[src/rtl/bin_to_bcd_seq.sv]
// bin_to_bcd_seq: sequential double-dabble binary to packed BCD converter with leading-zero mask.
// One input bit is consumed per enabled clock; the result is held stable between conversions.
module bin_to_bcd_seq #(
    parameter int IN_W   = 16,
    parameter int DIGITS = 5
) (
    input  logic                  clk,
    input  logic                  reset,
    input  logic                  en,
    input  logic                  start,
    input  logic [IN_W-1:0]       bin,
    output logic                  busy,
    output logic                  done,
    output logic [4*DIGITS-1:0]   bcd,
    output logic [DIGITS-1:0]     sig_mask
);
    localparam int CW = IN_W > 1 ? $clog2(IN_W) : 1;

    function automatic longint unsigned pow10(input int n);
        longint unsigned p;
        p = 1;
        for (int i = 0; i < n; i++) p = p * 10;
        return p;
    endfunction

    localparam longint unsigned MAX_IN = (IN_W >= 64) ? '1 : (64'd1 << IN_W) - 64'd1;

    generate
        if (pow10(DIGITS) <= MAX_IN) begin : g_bad_digits
            $error("bin_to_bcd_seq: DIGITS too small for IN_W");
        end
    endgenerate

    typedef enum logic {IDLE, SHIFT} state_t;

    state_t              state_q, state_d;
    logic [IN_W-1:0]     shreg_q, shreg_d;
    logic [4*DIGITS-1:0] scr_q, scr_d, bcd_q, bcd_d, adj, shifted;
    logic [CW-1:0]       cnt_q, cnt_d;
    logic                busy_q, busy_d, done_q, done_d, acc;
    logic [DIGITS-1:0]   mask_q, mask_d, mask_new;

    always_ff @(posedge clk or negedge reset) begin
        if (!reset) begin
            state_q <= IDLE;
            shreg_q <= '0;
            scr_q   <= '0;
            cnt_q   <= '0;
            busy_q  <= 1'b0;
            done_q  <= 1'b0;
            bcd_q   <= '0;
            mask_q  <= DIGITS'(1);
        end else if (en) begin
            state_q <= state_d;
            shreg_q <= shreg_d;
            scr_q   <= scr_d;
            cnt_q   <= cnt_d;
            busy_q  <= busy_d;
            done_q  <= done_d;
            bcd_q   <= bcd_d;
            mask_q  <= mask_d;
        end
    end

    always_comb begin
        state_d = state_q;
        case (state_q)
            IDLE:    state_d = start ? SHIFT : IDLE;
            SHIFT:   state_d = (cnt_q == '0) ? IDLE : SHIFT;
            default: state_d = IDLE;
        endcase
    end

    // Nibbles never exceed 9, so the 4-bit add-3 cannot carry into the next digit.
    always_comb begin
        adj = '0;
        for (int i = 0; i < DIGITS; i++)
            adj[4*i +: 4] = (scr_q[4*i +: 4] >= 4'd5) ? scr_q[4*i +: 4] + 4'd3 : scr_q[4*i +: 4];
        shifted  = {adj[4*DIGITS-2:0], shreg_q[IN_W-1]};
        acc      = 1'b0;
        mask_new = '0;
        for (int i = DIGITS - 1; i >= 0; i--) begin
            acc         = acc | (|shifted[4*i +: 4]);
            mask_new[i] = acc | (i == 0);
        end
    end

    always_comb begin
        shreg_d = shreg_q;
        scr_d   = scr_q;
        cnt_d   = cnt_q;
        busy_d  = busy_q;
        done_d  = 1'b0;
        bcd_d   = bcd_q;
        mask_d  = mask_q;
        case (state_q)
            IDLE: begin
                if (start) begin
                    shreg_d = bin;
                    scr_d   = '0;
                    cnt_d   = CW'(IN_W - 1);
                    busy_d  = 1'b1;
                end
            end
            SHIFT: begin
                shreg_d = shreg_q << 1;
                scr_d   = shifted;
                cnt_d   = cnt_q - 1'b1;
                if (cnt_q == '0) begin
                    bcd_d  = shifted;
                    mask_d = mask_new;
                    done_d = 1'b1;
                    busy_d = 1'b0;
                end
            end
            default: ;
        endcase
    end

    assign busy     = busy_q;
    assign done     = done_q;
    assign bcd      = bcd_q;
    assign sig_mask = mask_q;
endmodule

[config.mk]
export PLATFORM = sky130hd
export DESIGN_NAME = bin_to_bcd_seq
export DESIGN_NICKNAME = d
export VERILOG_FILES = /design/src/rtl/bin_to_bcd_seq.sv
export SDC_FILE = /design/constraint.sdc
export NUM_CORES = 1
export LEC_CHECK = 0
export CORE_MARGIN = 3
export CORE_UTILIZATION = 50
export CTS_BUF_LIST = sky130_fd_sc_hd__clkbuf_4
export DETAILED_ROUTE_END_ITERATION = 6
export GPL_TIMING_DRIVEN = 0
export HOLD_SLACK_MARGIN = 0.02
export PLACE_DENSITY = 0.83
export SLEW_MARGIN = 10
export SYNTH_ARGS = -nofsm -noshare
export SYNTH_HDL_FRONTEND = slang
export SYNTH_SLANG_ARGS = --single-unit
[constraint.sdc]
create_clock -name clk -period 2.5 [get_ports clk]
set_input_delay 0.25 -clock clk [delete_from_list [all_inputs] [get_ports clk]]
set_output_delay 0.25 -clock clk [all_outputs]
set_load 0.05 [all_outputs]
After elaboration in Yosys (flattened, before gate mapping):

Index checks and enable logic that the tools add are counted.

* output and inout bits: 27
* bits of input ports: 20
* register bits after elaboration: 67
* logic and storage cells: 52

* eq/ne operators: 2
* reduce and logical (&&, ||, !) cells: 8
* multiplexer cells: 19
* bitwise logic cells: 4
* order comparisons: 5
* add/sub/neg operators: 6

Operators with widths (number)
* one-hot mux 20 bit (2 select lines): 1
* one-hot mux 16 bit (2 select lines): 1
* greater-or-equal comparator 4 x 3 -> 1 bit (second input constant): 5
* two-way mux 20 bit: 1
* two-way mux 4 bit: 5
* adder 4 x 2 -> 4 bit (second input constant): 4
* two-way mux 16 bit: 1
* OR reduction 4 bit: 4
* one-hot mux 4 bit (2 select lines): 1
* two-way mux 1 bit: 6
* AND reduction 3 bit: 2
* zero test 4 bit: 1
* one-hot mux 1 bit (2 select lines): 2
* subtractor 4 x 1 -> 4 bit (second input constant): 1
* adder 3 x 2 -> 3 bit (second input constant): 1
* two-way mux 3 bit: 1
* bitwise OR 1 bit: 3
* != test 2 x 1 -> 1 bit (second input constant): 1
* != test 2 bit (second input constant): 1
* AND reduction 2 bit: 1
* NOT 1 bit: 1

Longest topological paths before layout:

* word-level depth: 6
* mapped depth: 8
* mapped depth without buffers: 7

Worst setup path after synthesis:

No wires, ideal clock.

* kind: reg-to-reg
* from: register scr_q[12]
* to: register mask_q[1], in the netlist sig_mask[1]
* period minus slack after synthesis: 1.786 ns
* data required time: 2.359 ns
* path slack: 0.714 ns
* buffers on the path: 0
* stages on the path, launching flop included: 8
* arrival: 1.645 ns
* library setup time: 0.141 ns
* path through: dfrtp_1 -> inv_1 -> ha_1 -> nand2b_1 -> a21oi_1 -> nand3_1 -> a2111oi_4 -> a31oi_1

* longest elaborated chain between the ends: 6

Ends and longest elaborated chain
* start: declaration: line 38 `logic [4*DIGITS-1:0] scr_q, scr_d, bcd_q, bcd_d, adj, shifted;`
* start signal: assignment: line 56 `scr_q <= scr_d;`
* adder 4 x 2 -> 4 bit / greater-or-equal comparator 4 x 3 -> 1 bit (equally long branches): line 78 `adj[4*i +: 4] = (scr_q[4*i +: 4] >= 4'd5) ? scr_q[4*i +: 4] + 4'd3 : scr_q[4*i +: 4];`
* two-way mux 4 bit *: line 78
* OR reduction 4 bit: line 83 `acc = acc | (|shifted[4*i +: 4]);`
* bitwise OR 1 bit * (3 in a row): line 83
* end signal: assignment: line 61 `mask_q <= mask_d;`
* end: declaration: line 41 `logic [DIGITS-1:0] mask_q, mask_d, mask_new;`

Mark *: on every way between the ends. The rest lies on a longest branch, timed or not.
A chain may end at the register's enable or synchronous reset.

Worst setup path after layout:

Same ends and word-level chain as after synthesis.

==> qor.yml <==
slew_violations: 0
drive_gt1_frac: 0.07928
nets: 420
grt_pass1_vias: 2614
core-area_um2: 6096
finalHoldViolations: 0
stdcell_count: 466
rows: 28
first_pass_iters: 4
fillers: 521
area_growth_pct: 20.81
synth-async-reset-ratio: 1.000
grt_antenna_before_repair: 0
wl_met3_um: 289
ys_ff_latch: 67
die_h_um: 86.66
postRouteAntennaNets: 0
timing.rr.start: "scr_q[12]"
dpl_worst_slack_ns: 0.3789
netlist_instances: 330
clockBufferDepth: 2
h-tree-depth: 3
post_cts_buffers: 0
finalCriticalPeriod_ns: 2.028
critPathCaptureType: "flip-flop"
setup_violations: 0
synth_area_um2: 3253
p_leak_uw: 0.001837
synth_cell_types: 40
p_per_area_nw_per_um2: 1278
grt_pass1_wl_um: 12010
start_util: 0.5337
cp_max_fo: 5
drcViolationCount: 0
worst_pin_slew_ns: 0.5230
whs_ns: 0.3156
numCtsBuffers: 9
clkTransAtPathRegs_ns: 0.10
rsz0062_at_grt: "false"
synth.top_cell.area_share: 0.5154
clk_latency_ns: 0.41
finalCritPeriodShare: 0.8110
synth_edf_count: 0
cp-start-kind: "flip-flop"
drt-initial-drc-count: 167
critPathKind: "flip-flop to flip-flop"
diodes: 0
final_core_util: 0.6447
cts_hold_buf: 1
die_w_um: 86.66
worstHoldPathType: "input port to asynchronous set/reset pin"
crit_path_start: "scr_q[12]"
grt_max_degree: 36
dp_hpwl_um: 5113
synth_flop_cell: "dfrtp_1"
yosysSeqAreaShare: 0.5154
slew_headroom: 0.6513
maxCapViolCount: 0
cp.arrival_ns: 2.31
met1_length_um: 3090
cp.required_ns: 2.78
yosysTopAreaCell: "dfrtp_1"
vias_per_cell: 5.464
peakVddDrop_v: 0.0006558
cts_resized: 0
wl_met2_um: 3474
clockRootBuffer: "clkbuf_4"
top_layer: "met4"
portBuffers: 45
yosys-top-cells-area: "dfrtp_1, nand2_1, o21ai_0"
synth_area_per_cell_um2: 9.858
num_vias: 2546
fin_tns_setup_ns: 0
status: "complete, no violations"
synth_nets: 362
max_freq_ghz: 0.4932
placedCellCount: 451
dieArea_um2: 7510
clock-sinks: 67
skew_ns: 0.01191
final.setup.worst_slack_ns: 0.4724
pin_count: 47
grtUsageTotal: 0.2077
cts_tree: "built"
grt_overflow: 0
wl_per_cell_um: 15.01
gp_congestion: 0.8663
routed_wl_um: 6993
ys_warn_count: 0
==> state kept, by name (all words and copies together) (netlist names) <==
| name | count |
|---|---|
| bcd | 20 |
| busy | 1 |
| cnt_q | 4 |
| done | 1 |
| scr_q | 20 |
| shreg_q | 16 |
| sig_mask | 4 |
| state_q | 1 |
==> layout make-up <==
class / count / area, µm² / share of cell area
multi-input combinational: 233 / 1433 / 0.3645
clock buffer: 14 / 105.1 / 0.02674
tap: 75 / 93.84 / 0.02388
sequential: 67 / 1677 / 0.4266
timing repair buffer: 47 / 478.0 / 0.1216
inverter: 15 / 56.30 / 0.01433
buffer: 15 / 87.58 / 0.02229
==> final timing paths <==
path	to	depth (start not counted)	slack (ns)
max	sig_mask[1]	7	0.47
min	scr_q[19]	2	0.32
max reg2reg	sig_mask[1]	7	0.47
min reg2reg	bcd[17]	2	0.48
max in group asynchronous	bcd[4]	3	1.66
min in group clk	shreg_q[0]	3	0.40
==> stage by stage <==
stage	total power (µW)	instance area, µm²
final	5021	3930
after global routing	5409	3930
after CTS	5052	3930
after detailed placement	4451	3815
after global placement	4332	3797
after floorplan	3687	3253
==> cell families after synthesis <==
group / Yosys count / synth area share
other cells: 1 / 0.001153
simple gates: 106 / 0.1558
fa+ha+maj: 12 / 0.04615
buf+inv: 30 / 0.04423
mux: 18 / 0.05577
flops: 67 / 0.5154
xor+xnor: 6 / 0.01615
compound gates: 90 / 0.1654
==> power by group <==
group,internal [µW],switching [µW],total (µW),leakage (µW)
clock,252,342,594,0.0000644
combinational,973,1580,2560,0.000905
sequential,1520,350,1870,0.000868
==> metal layers <==
metal  up-vias  GRT usage
li1       1257          -
met2        57     0.3428
met5         -          0
met4         0    0.09065
met3        13    0.04753
met1      1219     0.2611
==> cell usage in the layout (no fill, tap or decap), types with 6 or more instances in the layout <==
cell type,Yosys,routed
inv_1,15,15
nor3b_1,8,8
dfrtp_1,67,67
o21ai_0,39,39
mux2i_1,17,17
xnor2_1,6,6
clkdlybuf4s50_1,0,44
nor2_1,10,10
o21ai_1,14,14
nand2_1,65,65
a21oi_1,15,15
clkbuf_1,7,7
clkbuf_4,0,14
ha_1,12,12
==> worst max-delay path, cell delays in order, from the launching register on <==
cell,delay [ns]
dfrtp_1,0.42
inv_1,0.14
ha_1,0.23
nand2b_1,0.08
a21oi_1,0.34
nand3_1,0.18
a2111oi_4,0.39
a31oi_1,0.13
==> cell usage after synthesis (2+ instances only) <==
cell / instances
o21ai_1: 14
a32o_1: 3
clkbuf_1: 7
ha_1: 12
buf_2: 4
a21oi_1: 15
nand3b_1: 3
mux2i_1: 17
a21o_1: 2
a31oi_1: 2
and3_1: 3
buf_6: 3
o31ai_1: 4
nor3_1: 3
nand2_1: 65
xnor2_1: 6
dfrtp_1: 67
o211a_1: 2
o22ai_1: 5
o21ai_0: 39
nor2_1: 10
inv_1: 15
nand2b_1: 5
nor3b_1: 8
No activity file was read; power rests on OpenSTA's default activity.
